**src/rtl/velocity_cell_stream_ctrl.sv**
```systemverilog
// Velocity cell RAM sequencer: reads the particle count at address 0, then streams
// words 1..N to the motion-update unit through a 2-entry FIFO while granting write-backs.
module velocity_cell_stream_ctrl #(
    parameter int DATA_WIDTH   = 96,
    parameter int PARTICLE_NUM = 220,
    parameter int ADDR_WIDTH   = 8
) (
    input  logic                  clk,
    input  logic                  rst,
    input  logic                  start,
    output logic                  busy,
    output logic                  done,
    output logic [ADDR_WIDTH-1:0] particle_num,
    output logic                  cnt_err,
    output logic                  out_valid,
    input  logic                  out_ready,
    output logic [DATA_WIDTH-1:0] out_data,
    output logic [ADDR_WIDTH-1:0] out_pid,
    input  logic                  wb_valid,
    output logic                  wb_ready,
    input  logic [ADDR_WIDTH-1:0] wb_addr,
    input  logic [DATA_WIDTH-1:0] wb_data,
    output logic [ADDR_WIDTH-1:0] mem_address,
    output logic [DATA_WIDTH-1:0] mem_data,
    output logic                  mem_rden,
    output logic                  mem_wren,
    input  logic [DATA_WIDTH-1:0] mem_q,
    output logic [2:0]            state_dbg
);

    // Handshake: a word transfers on a rising edge where out_valid && out_ready are both 1;
    // out_valid/out_data/out_pid hold steady until then. wb_valid is always accepted (wb_ready=1).

    typedef enum logic [2:0] {
        S_IDLE     = 3'd0,
        S_RD_CNT   = 3'd1,
        S_WAIT_CNT = 3'd2,
        S_STREAM   = 3'd3,
        S_DRAIN    = 3'd4,
        S_DONE     = 3'd5
    } state_t;

    localparam logic [ADDR_WIDTH-1:0] MAX_CNT = ADDR_WIDTH'(PARTICLE_NUM - 1);

    state_t                state;
    logic [ADDR_WIDTH-1:0] next_addr;
    logic                  inflight;
    logic [ADDR_WIDTH-1:0] inflight_pid;
    logic [1:0]            fifo_count;
    logic [DATA_WIDTH-1:0] e0_data, e1_data;
    logic [ADDR_WIDTH-1:0] e0_pid, e1_pid;

    logic                  pop;
    logic                  credit_ok;
    logic                  issue_cnt;
    logic                  issue_stream;
    logic [2:0]            occupancy;
    logic [ADDR_WIDTH-1:0] cnt_val;

    assign state_dbg = state;
    assign busy      = (state == S_RD_CNT) || (state == S_WAIT_CNT) ||
                       (state == S_STREAM) || (state == S_DRAIN);
    assign done      = (state == S_DONE);
    assign wb_ready  = !rst;
    assign out_valid = (fifo_count != 2'd0);
    assign out_data  = e0_data;
    assign out_pid   = e0_pid;
    assign pop       = out_valid && out_ready;
    assign cnt_val   = mem_q[ADDR_WIDTH-1:0];

    // Occupancy counts the word leaving this cycle as freed, which keeps a
    // ready consumer fed every cycle without ever exceeding two entries.
    assign occupancy = {1'b0, fifo_count} + {2'b00, inflight};
    assign credit_ok = occupancy < (3'd2 + {2'b00, pop});

    always_comb begin
        mem_wren     = 1'b0;
        mem_rden     = 1'b0;
        mem_address  = '0;
        mem_data     = '0;
        issue_cnt    = 1'b0;
        issue_stream = 1'b0;
        if (rst) begin
            mem_wren = 1'b0;
        end else if (wb_valid) begin
            mem_wren    = 1'b1;
            mem_address = wb_addr;
            mem_data    = wb_data;
        end else if (state == S_RD_CNT) begin
            mem_rden  = 1'b1;
            issue_cnt = 1'b1;
        end else if (state == S_STREAM && credit_ok) begin
            mem_rden     = 1'b1;
            mem_address  = next_addr;
            issue_stream = 1'b1;
        end
    end

    always_ff @(posedge clk) begin
        if (rst) begin
            state        <= S_IDLE;
            particle_num <= '0;
            cnt_err      <= 1'b0;
            next_addr    <= ADDR_WIDTH'(1);
            inflight     <= 1'b0;
            inflight_pid <= '0;
            fifo_count   <= 2'd0;
            e0_data      <= '0;
            e1_data      <= '0;
            e0_pid       <= '0;
            e1_pid       <= '0;
        end else begin
            inflight <= issue_stream;
            if (issue_stream) inflight_pid <= next_addr;

            // The word read last cycle is on mem_q now and enters the FIFO.
            if (inflight && pop) begin
                if (fifo_count == 2'd1) begin
                    e0_data <= mem_q;
                    e0_pid  <= inflight_pid;
                end else begin
                    e0_data <= e1_data;
                    e0_pid  <= e1_pid;
                    e1_data <= mem_q;
                    e1_pid  <= inflight_pid;
                end
            end else if (inflight) begin
                if (fifo_count == 2'd0) begin
                    e0_data <= mem_q;
                    e0_pid  <= inflight_pid;
                end else begin
                    e1_data <= mem_q;
                    e1_pid  <= inflight_pid;
                end
                fifo_count <= fifo_count + 2'd1;
            end else if (pop) begin
                e0_data    <= e1_data;
                e0_pid     <= e1_pid;
                fifo_count <= fifo_count - 2'd1;
            end

            case (state)
                S_IDLE: begin
                    if (start) begin
                        state        <= S_RD_CNT;
                        cnt_err      <= 1'b0;
                        particle_num <= '0;
                        next_addr    <= ADDR_WIDTH'(1);
                    end
                end
                S_RD_CNT: begin
                    if (issue_cnt) state <= S_WAIT_CNT;
                end
                S_WAIT_CNT: begin
                    if (cnt_val > MAX_CNT) begin
                        particle_num <= MAX_CNT;
                        cnt_err      <= 1'b1;
                        state        <= S_STREAM;
                    end else begin
                        particle_num <= cnt_val;
                        state        <= (cnt_val == '0) ? S_DONE : S_STREAM;
                    end
                end
                S_STREAM: begin
                    if (issue_stream) begin
                        next_addr <= next_addr + ADDR_WIDTH'(1);
                        if (next_addr == particle_num) state <= S_DRAIN;
                    end
                end
                S_DRAIN: begin
                    if (!inflight && (fifo_count == 2'd0 || (fifo_count == 2'd1 && pop)))
                        state <= S_DONE;
                end
                S_DONE:  state <= S_IDLE;
                default: state <= S_IDLE;
            endcase
        end
    end

endmodule

```
**config.mk**
```make
export PLATFORM = sky130hd
export DESIGN_NAME = velocity_cell_stream_ctrl
export DESIGN_NICKNAME = d
export VERILOG_FILES = /design/src/rtl/velocity_cell_stream_ctrl.sv
export SDC_FILE = /design/constraint.sdc
export NUM_CORES = 1
export LEC_CHECK = 0
export ABC_AREA = 0
export CORE_MARGIN = 2
export CORE_UTILIZATION = 35
export DETAILED_ROUTE_END_ITERATION = 12
export PLACE_DENSITY = 0.71
export SLEW_MARGIN = 20
export SYNTH_ARGS = -nofsm -noshare
export SYNTH_HDL_FRONTEND = slang
export SYNTH_SLANG_ARGS = --single-unit
```
**constraint.sdc**
```tcl
create_clock -name clk -period 2.1 [get_ports clk]
set_input_delay 0.315 -clock clk [delete_from_list [all_inputs] [get_ports clk]]
set_output_delay 0.315 -clock clk [all_outputs]
set_load 0.1 [all_outputs]
```
-- After elaboration in Yosys (flattened, before gate mapping)
Cells that the tools add are included.
- add/sub/neg operators: 5
- magnitude comparators: 2
- eq/ne operators: 16
- multiplexer cells: 55
- bitwise operators: 1
- reduce and logical (&&, ||, !) cells: 27
- operator list (operator ; count):
    $mux W96 ; 11
    $mux W8 ; 17
    $pmux W8 S2 ; 2
    $mux W3 ; 7
    $pmux W3 S5 ; 1
    $mux W1 ; 14
    $ne A2 B2 Y1 const B ; 5
    $reduce_bool A2 Y1 ; 5
    $reduce_and A3 Y1 ; 3
    $add A8 B1 Y8 const B ; 1
    $eq A8 B8 Y1 ; 1
    $gt A8 B8 Y1 const B ; 1
    $logic_not A8 Y1 ; 1
    $eq A3 B2 Y1 const B ; 2
    $eq A3 B3 Y1 const B ; 2
    $ne A2 B1 Y1 const B ; 3
    $reduce_and A2 Y1 ; 3
    $logic_and A1 B1 Y1 ; 5
    $reduce_and A5 Y1 ; 1
    $logic_or A1 B1 Y1 ; 4
    $mux W2 ; 2
    $add A2 B1 Y3 ; 1
    $add A2 B1 Y3 const A ; 1
    $eq A3 B1 Y1 const B ; 1
    other kinds (11) ; 12
- register bits: 239
- bits of input ports: 205
- output and inout bits: 226
- logic and storage cells: 117

-- Longest topological paths before layout
Gate-level depths: netlist of run 1.
- word-level depth: 11
- depth in mapped cells: 9
- gate-level depth less buffers: 7

-- Worst setup path before layout of run 1
No wires, ideal clock.
- kind: flip-flop to output port
- start point: register state[0], in the netlist state_dbg[0]
- end point: output busy
- data arrival time: 2.937 ns
- data required time: 1.785 ns
- slack: -1.152 ns
- cell stages (with the launch flop): 4
- buffers on the path: 1
- path through: dfxtp_1 > clkbuf_1 > nor2_1 > xnor2_1
- cells in the longest elaborated chain, start to end: 4
- elaborated cells between the ends (all ways): 7
- classes of those cells: eq/ne: 4; reduce/logical: 3
- RTL lines (what ; RTL line ; text):
    from (decl) ; 45 ; state_t state;
    from (signal assigned) ; 161 ; state <= (cnt_val == '0) ? S_DONE : S_STREAM;
    $eq A3 B1 Y1 or $eq A3 B2 Y1 (tied branches) ; 61 ; assign busy = (state == S_RD_CNT) || (state == S_WAIT_CNT) ||
    $logic_or A1 B1 Y1 (2 in series) ; 61 ;
    $logic_or A1 B1 Y1 (*) ; 62 ; (state == S_STREAM) || (state == S_DRAIN);
    to (decl) ; 11 ; output logic busy,
Every way passes the cells marked *; elsewhere a longest branch is shown, timed or not.

-- Worst setup path in the final report of run 1
- start point: register inflight
- end point: output mem_address[4]
- cells in the longest elaborated chain, start to end: 7
- RTL lines (what ; RTL line ; text):
    from (decl) ; 47 ; logic inflight;
    from (signal assigned) ; 113 ; inflight <= issue_stream;
    $add A2 B1 Y3 ; 73 ; assign occupancy = {1'b0, fifo_count} + {2'b00, inflight};
    $lt A3 B3 Y1 ; 74 ; assign credit_ok = occupancy < (3'd2 + {2'b00, pop});
    $logic_and A1 B1 Y1 ; 92 ; end else if (state == S_STREAM && credit_ok) begin
    $mux W8 ; 92 ;
    $mux W8 ; 89 ; end else if (state == S_RD_CNT) begin
    $mux W8 ; 85 ; end else if (wb_valid) begin
    $mux W8 ; 83 ; if (rst) begin
    to (decl) ; 23 ; output logic [ADDR_WIDTH-1:0] mem_address,
Every way passes these cells.

==> results.toml, run 1 <==
[run_status]
status = "finished with violations"
violations = "setup timing"

[floorplan]
ios = 431
die-area_sq_mm = 0.0308
start_util = 0.356
die_x_microns = 175
rows = 62
core-area_sq_mm = 0.0289
die_h_microns = 175

[hold_path]
worst_hold_startpoint = "rst"
hp-class = "in2reg"

[cts]
cts_max_level = 1
cts_tree = "done"
numCtsBuffers = 26
clk_latency_ns = 0.53
clock-sinks = 239
cts_max_path_buffers = 3
cts-root-buf = "clkbuf_16"
hold_buffers = 0
clk_pin_slew_worst_paths_ns = 0.06

[routing]
finalWirelength_mm = 36.7
vias = 10177
routedWlPerCell_microns = 17.8
firstDrtPassIters = 5
vias_per_cell = 4.94
ant_nets = 0
drtIter0Drc = 660
drc = 0

[worst_setup_path]
required_ns = 1.78
rrSetupSlack_ns = -0.20
critPathLaunch = "inflight"
path_class = "reg2out"
r2r_end = "next_addr[7]"
cp-end-kind = "output port"
crit_end = "mem_address[4]"
critical_path_arrival_ns = 2.49
ff2ff_path_depth = 7
r2r-start = "inflight"
cp-start-kind = "flop"
path_max_fanout = 7

[yosys]
synth_area_sq_mm = 0.0103
yosys_warnings = 0
synth-seq-cells = 239
syn_nets = 1442
ys_seq_area_frac = 0.465
syn_area_per_cell_sq_um = 8.37
ys_types = 39
synth-edff-count = 0
ys.flop_type = "dfxtp_1"
synth-async-reset-ratio = 0
synth_cells = 1229

[cells_and_area]
finalNetCount = 1874
final_core_util = 0.621
diodes = 0
fin_area_sq_mm = 0.0179
area_growth_pct = 74.3
layout_common_cells = "234 x dfxtp_1, 231 x nand2_1, 202 x clkdlybuf4s50_1, 147 x buf_4, 135 x buf_12"
final_layout_size_suffix_gt1_frac = 0.260
final_common_cell = "dfxtp_1"

[grt]
overflow = 0
grt_use_total = 0.221
grt_max_degree = 229
antenna_found_initial = 0
grt_pass1_wl_mm = 54.6
grt_pass1_vias = 9737

[pwr]
p_leak_nw = 7.30
power_density_mw_per_mm2 = 812
vdd_ir_drop_max_v = 0.000516

[place]
gp_congestion = 0.850
pre_cts_ws_ns = -0.397
postPlaceCellArea_sq_mm = 0.0164
dp_hpwl_mm = 25.3
port-buffer-count = 430

[timing]
fin_crit_sh = 1.33
drv_slew = 0
fin_setup_tns_ns = -6.94
fin_hold_ws_ns = 0.129
finalSetupViolCount = 42
min_period_ns = 2.80
worst_slew_pin_slew_ns = 1.32
finalClockSkew_ns = 0.0107
rsz0062_at_grt = "yes"
final-hold-violation-count = 0
fmax_mhz = 357
max_slew_margin = 0.118
setup_slack_ns = -0.701

[run]
drv_cap = 0
## through the flow
stage          cells  total power, mW
3_5_place_dp    1990             10.2
2_1_floorplan   1229             8.54
3_3_place_gp    1990             10.1
5_1_grt         2059             15.1
4_1_cts         2051             14.6
6_report        2059             14.6
## worst min-delay path by stage
stage | to | cells after the start
4_1_cts | state_dbg[1] | 3
3_3_place_gp | e1_data[41] | 2
3_5_place_dp | e1_data[10] | 2
5_1_grt | state_dbg[1] | 3
6_report | state_dbg[1] | 3
2_1_floorplan | e1_data[0] | 2
## Yosys cell counts, drive strengths merged (2+ instances only)
library cell  instances  share of area
a211oi              109          0.080
a21o                  3         0.0022
a21oi               128          0.062
a22oi                 3         0.0022
and2                 96          0.058
buf                  19         0.0086
clkbuf               81          0.030
dfxtp               239           0.47
ha                    8         0.0097
inv                   8         0.0029
mux2i               107           0.10
nand2               246          0.090
nand2b                4         0.0024
nand3                 3         0.0015
nand4                 6         0.0037
nor2                122          0.045
nor2b                 2         0.0012
nor3                  2        0.00097
nor4                  2         0.0012
o21ai                 7         0.0034
o31ai                 2         0.0015
or3                   7         0.0043
xnor2                10         0.0085
## worst max-delay path: stages, from the launching register on
cell	delay [ns]
dfxtp_4	0.36
ha_1	0.19
ha_1	0.17
or3_1	0.34
a211o_1	0.28
inv_2	0.09
buf_12	0.16
nand2_4	0.09
nand2_8	0.10
buf_12	0.17
## power by group
part / switching [mW] / internal (mW)
clock: 1.80 / 2.58
combinational: 3.67 / 1.50
sequential: 0.174 / 4.83
## registers in the layout (all words and copies together), names as in the netlist
register      flops
cnt_err           1
e1_data          96
e1_pid            8
fifo_count        2
inflight          1
inflight_pid      8
next_addr         8
out_data         96
out_pid           8
particle_num      8
state_dbg         3
## cells by family after synthesis
kind of cell	after synthesis	share of synthesized area
AND/OR/NAND/NOR	496	0.213
AO/OA/AOI/OAI	260	0.158
flip-flops	239	0.465
buffers and inverters	108	0.0411
multiplexers	108	0.105
XOR/XNOR	10	0.00852
adder cells (fa/ha/maj)	8	0.00973
## metal layers
layer | vias to the layer above | routed length (microns) | track usage | part of all wire
met3 | 54 | 2500 | 0.0509 | 0.068
met1 | 4727 | 15800 | 0.288 | 0.43
li1 | 5060 | - | - | -
met4 | 0 | 826 | 0.0489 | 0.022
met2 | 336 | 17600 | 0.372 | 0.48
met5 | - | 0 | 0 | 0
## cell type report
| class | count | area (sq um) |
|---|---|---|
| fill | 2379 | 10900 |
| sequential | 239 | 4800 |
| tap | 384 | 480 |
| timing repair buffer | 504 | 6230 |
| inverter | 8 | 32.5 |
| clock buffer | 36 | 782 |
| multi-input combinational | 882 | 5560 |
| clock inverter | 6 | 41.3 |
## what timing repair did
| item | 4_1_cts | 5_1_grt |
|---|---|---|
| resized for setup | 24 | 37 |
| cloned | 5 | 4 |
| setup buffers | 15 | 5 |
| pin swaps | 14 | 40 |
| endpoints found under the setup margin | 283 | 101 |
Note: power is estimated with default switching activity, not from simulation.
==> run 2, diff against run 1 <==
CTS_CLUSTER_DIAMETER = 120   (was not set)
==> results of run 2 <==
No change in the layout: final DEF, timing and power equal those of run 1.
==> run 3, diff against run 2 <==
HOLD_SLACK_MARGIN = 0.06   (was not set)
PLACE_DENSITY = not set   (was 0.71)
PLACE_DENSITY_LB_ADDON = 0.3   (was not set)
clock period = 2.6 ns   (was 2.1 ns; I/O delays follow)
==> run 3 against run 2 <==
The run still ends with setup timing left. Via count decreased by 1.6%. Power fell by 20%. Core utilization shrank 2.9 points. Die area stayed put. Clock power decreased by 18%. Sequential cell count is the same. Wire length is 0.93% lower. Sequential share of layout area rose by 1.3 points.
==> results.toml, run 3 (synthesis gave the netlist of run 1 again) <==
[grt]
grt_pass1_wl_mm = 55.0
antenna_found_initial = 1
grt_pass1_vias = 9700
grt_max_degree = 109
grt_use_total = 0.225
overflow = 0

[timing]
fin_crit_sh = 1.10
worst_slew_pin_slew_ns = 1.08
rsz0062_at_grt = "yes"
max_slew_margin = 0.280
min_period_ns = 2.86
finalClockSkew_ns = 0.0199
drv_slew = 0
fin_setup_tns_ns = -2.09
finalSetupViolCount = 9
final-hold-violation-count = 0
fmax_mhz = 349
setup_slack_ns = -0.262

[worst_setup_path]
path_class = "reg2out"
r2r_end = "next_addr[6]"
critPathLaunch = "inflight"
r2r-start = "inflight"
ff2ff_path_depth = 10
required_ns = 2.21
cp-end-kind = "output port"
rrSetupSlack_ns = 0.10
path_max_fanout = 5
critical_path_arrival_ns = 2.47
cp-start-kind = "flop"
crit_end = "mem_address[4]"

[floorplan]
core-area_sq_mm = 0.0289
rows = 62
die_h_microns = 175
ios = 431
die_x_microns = 175
start_util = 0.356
die-area_sq_mm = 0.0308

[pwr]
vdd_ir_drop_max_v = 0.000442
power_density_mw_per_mm2 = 683
total_power_mw = 11.7
p_leak_nw = 7.03

[run]
drv_cap = 0

[run_status]
status = "finished with violations"
violations = "setup timing"

[place]
gp_congestion = 0.910
dp.cells = 1981
dp_hpwl_mm = 26.7
port-buffer-count = 430

[cells_and_area]
layout_common_cells = "234 x dfxtp_1, 231 x nand2_1, 203 x clkdlybuf4s50_1, 150 x buf_4, 127 x a21oi_1"
finalNetCount = 1849
final_common_cell = "dfxtp_1"
fin_cells = 2041
final_layout_size_suffix_gt1_frac = 0.213
final_core_util = 0.592
area_growth_pct = 66.2

[routing]
routedWlPerCell_microns = 17.8
vias_per_cell = 4.91
drtIter0Drc = 665
ant_nets = 0
finalWirelength_mm = 36.4
firstDrtPassIters = 7
vias = 10018
drc = 0

[cts]
clk_pin_slew_worst_paths_ns = 0.07
cts_tree = "done"
clock-sinks = 239
cts-root-buf = "clkbuf_16"
cts_max_level = 1
numCtsBuffers = 26
clk_latency_ns = 0.53
cts_max_path_buffers = 3

[hold_path]
hp-class = "in2reg"
==> run 3: worst min-delay path by stage <==
stage                 from     endpoint  cells past startpoint  slack (ns)
3_5_place_dp     e1_pid[3]    e1_pid[3]                      2        0.44
3_3_place_gp   e1_data[68]  e1_data[68]                      2        0.44
4_1_cts          mem_q[34]  e1_data[34]                      3        0.41
5_1_grt          mem_q[34]  e1_data[34]                      3        0.42
6_report         mem_q[34]  e1_data[34]                      3        0.43
2_1_floorplan   e1_data[0]   e1_data[0]                      2        0.43
==> run 3: final cells by class <==
type | instances | area (sq um)
diodes | 1 | 2.50
clock buffers | 37 | 732
clock inverters | 11 | 106
fillers | 2502 | 11800
inverters | 8 | 35.0
multi-input cells | 882 | 5270
flip-flops and latches | 239 | 4790
well taps | 384 | 480
repair buffers | 479 | 5670
==> run 3: worst max-delay path, stage by stage, from the launching register on <==
cell,delay [ns]
dfxtp_2,0.35
inv_2,0.05
ha_4,0.22
or3b_4,0.37
a211o_1,0.36
inv_4,0.11
buf_12,0.15
nand2_4,0.07
nand2_4,0.09
buf_12,0.17
==> run 3: routing by layer <==
layer / vias to the layer above / part of all wire / track usage / wire [microns]
met5: - / 0 / 0 / 0
met4: 0 / 0.031 / 0.0644 / 1140
met3: 57 / 0.079 / 0.0630 / 2880
met2: 383 / 0.48 / 0.390 / 17500
met1: 4575 / 0.41 / 0.273 / 14900
li1: 5003 / - / - / -
==> run 3: through the flow <==
stage / cell area [sq um] / hold WS [ns] / setup WS [ns]
after floorplan: 10400 / 0.432 / -0.0790
after global placement: 16100 / 0.437 / -0.0309
after detailed placement: 16100 / 0.443 / -0.0397
after CTS: 17000 / 0.405 / -0.268
after global routing: 17100 / 0.423 / -0.340
final: 17100 / 0.434 / -0.262
==> run 3: what timing repair did <==
| item | 4_1_cts | 5_1_grt |
|---|---|---|
| endpoints found under the setup margin | 9 | 9 |
| pin swaps | 6 | 10 |
| gates cloned | 1 | 0 |
| setup buffers | 4 | 6 |
| hold buffers | 0 | 0 |
| resized for setup | 19 | 11 |
| hold endpoints to repair | 0 | 0 |
==> run 3: report_power, final <==
part,switching (mW),internal (mW)
Sequential,0.143,3.90
Combinational,2.92,1.12
Clock,1.52,2.07
